## src/rtl/load_store_queue.sv

```systemverilog
// load_store_queue
//   Buffers address-resolved loads and stores between the memory reservation
//   station and a single dmem port. Stores sit in a circular store queue (SQ)
//   and drain to memory in program order once the ROB commits them. Loads sit
//   in a circular load queue (LQ), issue in order, forward from an older store
//   that fully covers them, and are discarded on flush.
//
// Ports
//   clk, rst            clock, synchronous active-high reset
//   flush               pipeline flush (mispredict)
//   iss_*               issue handshake and operands from the reservation station
//   commit_valid/_idx   ROB head is a store committing this cycle
//   dmem_*              word-aligned request (addr/rmask/wmask/wdata), rdata/resp back
//   wb_ld_*             load result to the CDB plus RVFI fields
//   wb_st_*             store marked done in the ROB plus RVFI fields
module load_store_queue #(
  parameter int LQ_DEPTH  = 4,
  parameter int SQ_DEPTH  = 4,
  parameter int ROB_IDX_W = 4
) (
  input  logic                 clk,
  input  logic                 rst,
  input  logic                 flush,
  input  logic                 iss_valid,
  output logic                 iss_ready,
  input  logic                 iss_is_store,
  input  logic [2:0]           iss_funct3,
  input  logic [31:0]          iss_rs1_data,
  input  logic [31:0]          iss_imm,
  input  logic [31:0]          iss_rs2_data,
  input  logic [ROB_IDX_W-1:0] iss_rob_idx,
  input  logic [4:0]           iss_rd_addr,
  input  logic                 commit_valid,
  input  logic [ROB_IDX_W-1:0] commit_rob_idx,
  output logic [31:0]          dmem_addr,
  output logic [3:0]           dmem_rmask,
  output logic [3:0]           dmem_wmask,
  output logic [31:0]          dmem_wdata,
  input  logic [31:0]          dmem_rdata,
  input  logic                 dmem_resp,
  output logic                 wb_ld_valid,
  output logic [ROB_IDX_W-1:0] wb_ld_rob_idx,
  output logic [4:0]           wb_ld_rd_addr,
  output logic [31:0]          wb_ld_data,
  output logic [31:0]          wb_ld_mem_addr,
  output logic [3:0]           wb_ld_rmask,
  output logic [31:0]          wb_ld_rdata,
  output logic                 wb_st_valid,
  output logic [ROB_IDX_W-1:0] wb_st_rob_idx,
  output logic [31:0]          wb_st_mem_addr,
  output logic [3:0]           wb_st_wmask,
  output logic [31:0]          wb_st_wdata
);
  localparam int LQ_AW = $clog2(LQ_DEPTH);
  localparam int SQ_AW = $clog2(SQ_DEPTH);

  function automatic logic [3:0] byte_mask(input logic [2:0] f3, input logic [1:0] off);
    logic [3:0] base;
    case (f3[1:0])
      2'b00:   base = 4'b0001;
      2'b01:   base = 4'b0011;
      default: base = 4'b1111;
    endcase
    return base << off;
  endfunction

  function automatic logic [31:0] load_extend(input logic [31:0] word, input logic [1:0] off,
                                              input logic [2:0] f3);
    logic [31:0] sh;
    sh = word >> {off, 3'b000};
    case (f3)
      3'b000:  return 32'($signed(sh[7:0]));
      3'b001:  return 32'($signed(sh[15:0]));
      3'b100:  return {24'd0, sh[7:0]};
      3'b101:  return {16'd0, sh[15:0]};
      default: return sh;
    endcase
  endfunction

  // Pointers carry an extra wrap bit above the index.
  logic [SQ_AW:0] sq_head, sq_cmt, sq_tail, sq_cmt_nxt;
  logic [LQ_AW:0] lq_head, lq_tail;

  logic [29:0]          sq_word  [SQ_DEPTH];
  logic [3:0]           sq_wmask [SQ_DEPTH];
  logic [31:0]          sq_wdata [SQ_DEPTH];
  logic [ROB_IDX_W-1:0] sq_rob   [SQ_DEPTH];

  logic [29:0]          lq_word  [LQ_DEPTH];
  logic [3:0]           lq_rmask [LQ_DEPTH];
  logic [1:0]           lq_off   [LQ_DEPTH];
  logic [2:0]           lq_f3    [LQ_DEPTH];
  logic [ROB_IDX_W-1:0] lq_rob   [LQ_DEPTH];
  logic [4:0]           lq_rd    [LQ_DEPTH];
  logic [SQ_AW:0]       lq_snap  [LQ_DEPTH];

  logic req_busy, req_is_store, ld_killed;

  // ---- stage 0: issue decode, queue status, arbitration ----
  logic [31:0] iss_addr, iss_wdata;
  logic [3:0]  iss_mask;
  logic        sq_full, lq_full, lq_empty;
  logic        st_fire, ld_fire, commit_fire;
  logic [SQ_AW-1:0] sh_idx;
  logic [LQ_AW-1:0] lh_idx;

  assign iss_addr  = iss_rs1_data + iss_imm;
  assign iss_mask  = byte_mask(iss_funct3, iss_addr[1:0]);
  assign iss_wdata = iss_rs2_data << {iss_addr[1:0], 3'b000};

  assign sq_full  = (sq_head[SQ_AW-1:0] == sq_tail[SQ_AW-1:0]) && (sq_head[SQ_AW] != sq_tail[SQ_AW]);
  assign lq_full  = (lq_head[LQ_AW-1:0] == lq_tail[LQ_AW-1:0]) && (lq_head[LQ_AW] != lq_tail[LQ_AW]);
  assign lq_empty = (lq_head == lq_tail);

  assign iss_ready = !rst && !flush && (iss_is_store ? !sq_full : !lq_full);
  assign st_fire   = iss_valid && iss_ready && iss_is_store;
  assign ld_fire   = iss_valid && iss_ready && !iss_is_store;

  assign sh_idx = sq_head[SQ_AW-1:0];
  assign lh_idx = lq_head[LQ_AW-1:0];

  // Commit applies only to the oldest uncommitted store, and only if the tag agrees.
  assign commit_fire = commit_valid && (sq_cmt != sq_tail) &&
                       (commit_rob_idx == sq_rob[sq_cmt[SQ_AW-1:0]]);
  assign sq_cmt_nxt  = sq_cmt + {{SQ_AW{1'b0}}, commit_fire};

  // Older stores for the LQ head are SQ head .. snapshot-1. Scanning oldest to
  // youngest and letting later matches win picks the youngest overlapping store.
  logic             fwd_hit, fwd_cover;
  logic [SQ_AW-1:0] fwd_idx;
  logic [SQ_AW:0]   older_cnt, scan_ptr;
  logic [3:0]       ovl;

  always_comb begin
    fwd_hit   = 1'b0;
    fwd_cover = 1'b0;
    fwd_idx   = '0;
    scan_ptr  = '0;
    ovl       = '0;
    older_cnt = lq_snap[lh_idx] - sq_head;
    for (int i = 0; i < SQ_DEPTH; i++) begin
      scan_ptr = sq_head + (SQ_AW+1)'(i);
      ovl      = sq_wmask[scan_ptr[SQ_AW-1:0]] & lq_rmask[lh_idx];
      if (((SQ_AW+1)'(i) < older_cnt) && (sq_word[scan_ptr[SQ_AW-1:0]] == lq_word[lh_idx]) &&
          (ovl != 4'd0)) begin
        fwd_hit   = 1'b1;
        fwd_cover = (ovl == lq_rmask[lh_idx]);
        fwd_idx   = scan_ptr[SQ_AW-1:0];
      end
    end
  end

  logic ld_outstanding, st_issue, ld_issue, fwd_go, resp_fire, st_pop, ld_resp_ok, lq_pop;

  assign ld_outstanding = req_busy && !req_is_store;
  assign st_issue   = !req_busy && (sq_head != sq_cmt);
  assign ld_issue   = !req_busy && !st_issue && !lq_empty && !fwd_hit && !flush;
  assign fwd_go     = !lq_empty && !ld_outstanding && fwd_hit && fwd_cover && !flush;
  assign resp_fire  = req_busy && dmem_resp;
  assign st_pop     = resp_fire && req_is_store;
  assign ld_resp_ok = resp_fire && !req_is_store && !ld_killed && !flush;
  assign lq_pop     = ld_resp_ok || fwd_go;

  // ---- stage 1: queue storage (data only) ----
  always_ff @(posedge clk) begin
    if (st_fire) begin
      sq_word[sq_tail[SQ_AW-1:0]]  <= iss_addr[31:2];
      sq_wmask[sq_tail[SQ_AW-1:0]] <= iss_mask;
      sq_wdata[sq_tail[SQ_AW-1:0]] <= iss_wdata;
      sq_rob[sq_tail[SQ_AW-1:0]]   <= iss_rob_idx;
    end
    if (ld_fire) begin
      lq_word[lq_tail[LQ_AW-1:0]]  <= iss_addr[31:2];
      lq_rmask[lq_tail[LQ_AW-1:0]] <= iss_mask;
      lq_off[lq_tail[LQ_AW-1:0]]   <= iss_addr[1:0];
      lq_f3[lq_tail[LQ_AW-1:0]]    <= iss_funct3;
      lq_rob[lq_tail[LQ_AW-1:0]]   <= iss_rob_idx;
      lq_rd[lq_tail[LQ_AW-1:0]]    <= iss_rd_addr;
      lq_snap[lq_tail[LQ_AW-1:0]]  <= sq_tail;
    end
  end

  // ---- stage 1: pointers, dmem request, writeback registers ----
  always_ff @(posedge clk) begin
    if (rst) begin
      sq_head <= '0; sq_cmt <= '0; sq_tail <= '0;
      lq_head <= '0; lq_tail <= '0;
      req_busy <= 1'b0; req_is_store <= 1'b0; ld_killed <= 1'b0;
      dmem_addr <= '0; dmem_rmask <= '0; dmem_wmask <= '0; dmem_wdata <= '0;
      wb_ld_valid <= 1'b0; wb_ld_rob_idx <= '0; wb_ld_rd_addr <= '0; wb_ld_data <= '0;
      wb_ld_mem_addr <= '0; wb_ld_rmask <= '0; wb_ld_rdata <= '0;
      wb_st_valid <= 1'b0; wb_st_rob_idx <= '0; wb_st_mem_addr <= '0;
      wb_st_wmask <= '0; wb_st_wdata <= '0;
    end else begin
      // Flush rolls the tail back to the first uncommitted store; committed ones keep draining.
      sq_cmt  <= sq_cmt_nxt;
      sq_tail <= flush ? sq_cmt_nxt : sq_tail + {{SQ_AW{1'b0}}, st_fire};
      sq_head <= sq_head + {{SQ_AW{1'b0}}, st_pop};
      if (flush) begin
        lq_head <= '0;
        lq_tail <= '0;
      end else begin
        lq_head <= lq_head + {{LQ_AW{1'b0}}, lq_pop};
        lq_tail <= lq_tail + {{LQ_AW{1'b0}}, ld_fire};
      end

      if (resp_fire) begin
        req_busy   <= 1'b0;
        dmem_rmask <= 4'd0;
        dmem_wmask <= 4'd0;
        ld_killed  <= 1'b0;
      end else if (st_issue) begin
        req_busy     <= 1'b1;
        req_is_store <= 1'b1;
        dmem_addr    <= {sq_word[sh_idx], 2'b00};
        dmem_rmask   <= 4'd0;
        dmem_wmask   <= sq_wmask[sh_idx];
        dmem_wdata   <= sq_wdata[sh_idx];
      end else if (ld_issue) begin
        req_busy     <= 1'b1;
        req_is_store <= 1'b0;
        dmem_addr    <= {lq_word[lh_idx], 2'b00};
        dmem_rmask   <= lq_rmask[lh_idx];
        dmem_wmask   <= 4'd0;
        dmem_wdata   <= 32'd0;
      end
      // A flushed in-flight load still has to consume its response, but silently.
      if (flush && ld_outstanding && !resp_fire) ld_killed <= 1'b1;

      wb_st_valid <= st_fire;
      if (st_fire) begin
        wb_st_rob_idx  <= iss_rob_idx;
        wb_st_mem_addr <= {iss_addr[31:2], 2'b00};
        wb_st_wmask    <= iss_mask;
        wb_st_wdata    <= iss_wdata;
      end

      wb_ld_valid <= lq_pop;
      if (lq_pop) begin
        wb_ld_rob_idx  <= lq_rob[lh_idx];
        wb_ld_rd_addr  <= lq_rd[lh_idx];
        wb_ld_mem_addr <= {lq_word[lh_idx], 2'b00};
        wb_ld_rmask    <= lq_rmask[lh_idx];
      end
      if (ld_resp_ok) begin
        wb_ld_rdata <= dmem_rdata;
        wb_ld_data  <= load_extend(dmem_rdata, lq_off[lh_idx], lq_f3[lh_idx]);
      end else if (fwd_go) begin
        wb_ld_rdata <= sq_wdata[fwd_idx];
        wb_ld_data  <= load_extend(sq_wdata[fwd_idx], lq_off[lh_idx], lq_f3[lh_idx]);
      end
    end
  end
endmodule

```

## config.mk

```make
export PLATFORM = sky130hd
export DESIGN_NAME = load_store_queue
export DESIGN_NICKNAME = d
export VERILOG_FILES = /design/src/rtl/load_store_queue.sv
export SDC_FILE = /design/constraint.sdc
export NUM_CORES = 1
export LEC_CHECK = 0
export BUFFER_PORTS_ARGS = -buffer_cell sky130_fd_sc_hd__buf_4
export CORE_MARGIN = 1
export CORE_UTILIZATION = 40
export DETAILED_ROUTE_END_ITERATION = 10
export PLACE_DENSITY = 0.57
export SLEW_MARGIN = 10
export SYNTH_ARGS = -nofsm -noshare
export SYNTH_HDL_FRONTEND = slang
export SYNTH_SLANG_ARGS = --single-unit
export TNS_END_PERCENT = 50
```

## constraint.sdc

```tcl
create_clock -name clk -period 10.35 [get_ports clk]
set_clock_uncertainty 0.1 [all_clocks]
set_input_delay 1.035 -clock clk [delete_from_list [all_inputs] [get_ports clk]]
set_output_delay 1.035 -clock clk [all_outputs]
set_load 0.02 [all_outputs]
```

==> results of run 1 <==
-- logic make-up after synthesis --
logic type      Yosys count
simple gates           1009
flops                   751
compound gates          704
mux                     351
buf+inv                 309
xor+xnor                173
fa+ha+maj                44
other cells               1
-- metal layers --
layer  vias up  share of wire, %  track usage, %
li1      13300                 -               -
met1     14800                47            39.2
met2      1386                43            36.2
met3       144               8.5            4.49
met4         4               1.8            5.89
met5         -             0.022               0
-- cell usage after synthesis (30+ instances only) --
cell type and n:
and2_1 30, xor2_1 132, dfxtp_1 267, nor2_1 170, nor4_1 43, mux4_2 218
ha_1 42, edfxtp_1 484, nand2_1 500, a31oi_1 34, inv_1 49, mux2i_1 117
xnor2_1 40, a21oi_1 280, clkbuf_1 174, buf_2 44, a211oi_1 81, nor3_1 44
o221a_2 47, nand3_1 94, o21ai_0 63
-- power breakdown --
part	total (mW)	switching (mW)	internal [mW]
combinational	0.543	0.378	0.165
sequential	3.30	0.0163	3.28
clock	3.09	1.30	1.80
-- layout by cell type (no fill, tap or decap), types with 23 or more instances in the layout --
| master | count |
|---|---|
| o221a_2 | 47 |
| buf_4 | 452 |
| clkbuf_16 | 87 |
| a21oi_1 | 279 |
| nand3_1 | 93 |
| a211oi_1 | 81 |
| ha_1 | 42 |
| nand4_1 | 27 |
| edfxtp_1 | 484 |
| and3_1 | 26 |
| nor2_1 | 168 |
| mux2i_1 | 117 |
| inv_1 | 48 |
| nor4_1 | 42 |
| o211ai_1 | 27 |
| xor2_1 | 132 |
| a21o_1 | 23 |
| and2_1 | 29 |
| mux4_2 | 218 |
| dfxtp_1 | 263 |
| o21ai_0 | 63 |
| xnor2_1 | 37 |
| a31oi_1 | 33 |
| nand2_1 | 499 |
| nor3_1 | 41 |
-- cell type report --
| class | count | area [um^2] | area share [%] |
|---|---|---|---|
| well taps | 1265 | 1580 | 3.45 |
| flip-flops and latches | 751 | 19900 | 43.4 |
| clock buffers | 109 | 2340 | 5.12 |
| multi-input cells | 2287 | 17800 | 38.9 |
| clock inverters | 47 | 552 | 1.20 |
| repair buffers | 455 | 3450 | 7.52 |
| inverters | 51 | 191 | 0.418 |
-- per-stage QoR --
step                      std cells  utilization, %
after floorplan                3347               -
after global placement         4809            44.9
after detailed placement       4809            44.9
after CTS                      4965            47.9
after global routing           4965            47.9
final                          4965            47.9
-- state kept, by name (all words and copies together) (netlist names), 20 cells and up --
signal,cells
wb_ld_data,32
lq_word,120
wb_ld_mem_addr,30
dmem_addr,30
dmem_wdata,32
wb_ld_rdata,32
lq_rd,20
sq_wdata,128
wb_st_mem_addr,30
wb_st_wdata,32
sq_word,120
-- final timing paths --
path / end / slack (ns)
setup / recovery: wb_ld_data[24] / 3.21
hold reg to reg: wb_ld_mem_addr[25] / 0.35
setup reg to reg: wb_ld_data[24] / 3.21
hold / removal: wb_ld_mem_addr[25] / 0.35
-- worst max-delay path: stages, from the launching register on --
cell and delay (ns):
dfxtp_2 0.89, mux4_2 0.41, inv_1 0.08, ha_1 0.13, inv_1 0.05, fa_1 0.40, xor2_1 0.20, xnor2_2 0.32
and4b_1 0.26, nand4_1 0.17, nor3_4 0.93, a211oi_1 0.22, o221ai_4 0.83, o21ai_1 0.23, and2_1 0.22, mux4_2 0.65
a211oi_4 0.64, o211ai_1 0.18
==> results.yml, run 1 <==
global_route:
  overflow: 0
  grt_pass1_vias: 27400
  antenna_found_initial: 3
  track_usage_pct: 25.2
  grt_max_degree: 99
  grt_first_pass_wirelength_mm: 186
route:
  vias_per_cell: 5.96
  first_pass_iters: 5
  wl_per_cell_um: 25.6
  ant_nets: 0
  vias: 29600
  drc: 0
  drt_iter0_drc: 3267
  drt_wl_total_mm: 127
sta:
  timing.hold.ws_ns: 0.349
  setup_viol: 0
  hold_violations: 0
  fmax_ghz: 0.140
  worst_pin_slew_ns: 1.42
  report.final.slew_viol_count: 0
  worst_slack_ns: 3.21
  slew_headroom_pct: 4.21
  rsz0062_at_grt: "false"
  post-route-period-util_pct: 69.0
  layout_min_cycle_time_ns: 7.14
  fin_setup_tns_ns: 0
clock_tree:
  numCtsBuffers: 83
  htreeDepth: 3
  post_cts_resize_count: 0
  cts_sinks: 751
  clk-insertion-delay-late_ns: 0.67
  cts_tree: "yes"
  cts_buffer_depth: 3
  ctsHoldBuffers: 0
  cts.clk_slew.worst_paths_ns: 0.06
  clock-root-buffer: "clkbuf_16"
  cts_setup_buffers: 0
logic_synthesis:
  synth_flop_cell: "edfxtp_1"
  synth_edf_count: 484
  synthSimpleGateAreaFrac_pct: 11.7
  synthesis.area_um2: 38800
  ys_ff_latch: 751
  synth_top_family_by_area: "multiplexers"
  synth-seq-area-share_pct: 51.3
  synth-xor-area-share_pct: 3.93
  synth_top_area_cell: "edfxtp_1"
  synthTopCellsByArea: "edfxtp_1 37%, dfxtp_1 14%, mux4_2 13%"
  synthAdderAreaFrac_pct: 1.46
  synth_compound_area_share_pct: 12.2
  postSynthCellCount: 3342
  syn_area_per_cell_um2: 11.6
  muxShareOfSynthArea_pct: 16.1
  async_flop_share_pct: 0
  yosysWarnings: 0
  synth_top_area_share_pct: 37.5
  synth.distinct_cells: 76
setup_path:
  worstPathArrival_ns: 7.54
  critPathKind: "reg2reg"
  path_max_fanout: 34
  required_ns: 10.76
  worst_setup_path_start_kind: "flip-flop"
  crit_path_end_kind: "flip-flop"
  crit_path_start: "lq_head[1]"
  r2r_start: "lq_head[1]"
  rr_worst_depth: 17
placed_design:
  place.gp.congestion: 0.965
  port_buffers: 400
  pre_cts_ws_ns: 3.22
  hpwlAfterDp_mm: 90.3
  dpl_cell_area_um2: 42900
final_layout:
  antenna_cells: 0
  n_fill_cell: 8692
  syn_to_final_growth_pct: 18.1
  design_area_um2: 45800
  drive_above_1_share_pct: 25.2
  final_nets: 3824
min_path:
  min-delay-start: "wb_ld_mem_addr[25]"
  hold_depth: 2
  hold_class: "reg2reg"
power:
  leakage_nw: 16.4
  cellPowerDensity_nw_per_um2: 151
  finalPower_mw: 6.94
  irDropWorstVdd_mv: 0.114
floorplanning:
  chipHeight_um: 313
  rows: 113
  start_util_pct: 40.6
  die_w_um: 313
  ioPinCount: 407
  core_um2: 95600
  fp.dieArea_um2: 98200
job:
  cap_viol_max_count: 0
run_status:
  outcome: "completed"
Power figures use the tool's default switching activity.
==> run 2: changes to the inputs <==
Clock period 10.35 ns to 7.1 ns, I/O delays scaled along.
==> results.yml, run 2 (synthesis results as in run 1) <==
run_status:
  outcome: "completed"
min_path:
  hold_class: "in2reg"
clock_tree:
  cts_buffer_depth: 3
  post_cts_resize_count: 0
  cts.clk_slew.worst_paths_ns: 0.06
  clock-root-buffer: "clkbuf_16"
  numCtsBuffers: 84
  ctsHoldBuffers: 0
  cts_setup_buffers: 0
  clk-insertion-delay-late_ns: 0.66
  htreeDepth: 3
  cts_sinks: 751
  cts_tree: "yes"
floorplanning:
  fp.dieArea_um2: 98200
  rows: 113
  chipHeight_um: 313
  ioPinCount: 407
  die_w_um: 313
  start_util_pct: 40.6
  core_um2: 95600
sta:
  setup_viol: 0
  report.final.slew_viol_count: 0
  slew_headroom_pct: 14.7
  layout_min_cycle_time_ns: 6.24
  fin_setup_tns_ns: 0
  hold_violations: 0
  worst_pin_slew_ns: 1.27
  rsz0062_at_grt: "false"
  fmax_ghz: 0.160
  post-route-period-util_pct: 87.8
final_layout:
  final_util_pct: 48.0
  final_nets: 3849
  syn_to_final_growth_pct: 18.3
  largest_register_ffs: 128
  n_fill_cell: 8704
  drive_above_1_share_pct: 25.4
  mostFrequentLayoutCells: "500 x nand2_1, 484 x edfxtp_1, 472 x buf_4, 279 x a21oi_1, 263 x dfxtp_1"
  final_common_cell: "nand2_1"
  antenna_cells: 0
power:
  cellPowerDensity_nw_per_um2: 217
  irDropWorstVdd_mv: 0.155
  leakage_nw: 16.4
route:
  vias: 29900
  first_pass_iters: 5
  wl_per_cell_um: 25.7
  drc: 0
  drt_iter0_drc: 3528
  vias_per_cell: 6.00
  drt_wl_total_mm: 128
  ant_nets: 0
global_route:
  antenna_found_initial: 8
  grt_max_degree: 85
  grt_pass1_vias: 27700
  track_usage_pct: 25.4
  overflow: 0
  grt_first_pass_wirelength_mm: 187
setup_path:
  crit_chain: "mux4_2 > inv_1 > ha_1 > inv_1 > fa_1 > xor2_1 > xnor2_2 > nor2_1 > or4_1 > or3_1 > buf_4 > a31oi_2 > o221ai_4 > a21o_1 > and2_1 > mux4_2 > a211oi_4 > o211ai_1"
  crit_slowest_cell: "a211oi_4"
  cp_slowest_stage_delay_ns: 0.66
  path_max_fanout: 25
  worstPathArrival_ns: 6.64
  crit_path_end_kind: "flip-flop"
  critPathKind: "reg2reg"
  worst_setup_path_start_kind: "flip-flop"
  required_ns: 7.50
placed_design:
  place.gp.congestion: 0.960
  hpwlAfterDp_mm: 90.5
  port_buffers: 400
job:
  cap_viol_max_count: 0
run 2: cell types whose count changed in the layout (fill, tap and decap cells not counted), moves of 4 or more:
cell / delta
clkbuf_1: +7
clkinv_2: +9
buf_4: +20
buf_12: +4
clkinv_4: -4
clkinvlp_4: -6
run 2: layout make-up:
type / instances / area (um^2) / share of cell area, %
flip-flops and latches: 751 / 19900 / 43.4
multi-input cells: 2287 / 17800 / 38.8
repair buffers: 479 / 3680 / 8.01
clock buffers: 111 / 2280 / 4.98
well taps: 1265 / 1580 / 3.45
clock inverters: 45 / 448 / 0.976
inverters: 51 / 191 / 0.417
run 2: power by group:
group          switching, mW  total, mW  leakage, nW  internal [mW]
combinational          0.550      0.794         8.53          0.243
sequential            0.0220       4.81         6.55           4.79
clock                   1.83       4.36         1.35           2.53
total                   2.40       9.96         16.4           7.56
run 2: path summary, 6_finish.rpt:
check,from,end,slack [ns],depth (start not counted)
setup / recovery,lq_head[0],wb_ld_data[28],0.86,18
hold / removal,iss_rd_addr[0],lq_rd[3][0],0.15,1
setup reg to reg,lq_head[0],wb_ld_data[28],0.86,18
hold reg to reg,wb_ld_mem_addr[18],wb_ld_mem_addr[18],0.35,2
run 2: per-stage QoR:
step                area, um^2  power [mW]  worst slack, ns  hold slack (ns)  cells
detailed placement       43100        5.69            0.866            0.346   4833
finish                   45900        9.96            0.864            0.154   4989
CTS                      45900        10.0            0.856            0.116   4989
global placement         43100        5.68            0.998            0.340   4833
floorplan                38800        5.30           -0.188            0.351   3347
global route             45900        10.2            0.570            0.145   4989
run 2: worst max-delay path: cells and delay by family (launching register included):
family                   cells  cell delay [ns]
AO/OA/AOI/OAI                5             1.74
adder cells (fa/ha/maj)      2             0.53
buffers and inverters        3             0.44
XOR/XNOR                     2             0.41
AND/OR/NAND/NOR              4             1.33
flip-flops                   1             0.37
multiplexers                 2             1.15
run 2: per-layer routing:
layer	part of all wire (%)	GRT usage, %
met5	0.049	0
met4	1.9	6.19
met3	9.7	5.08
met2	43	36.6
met1	46	39.1
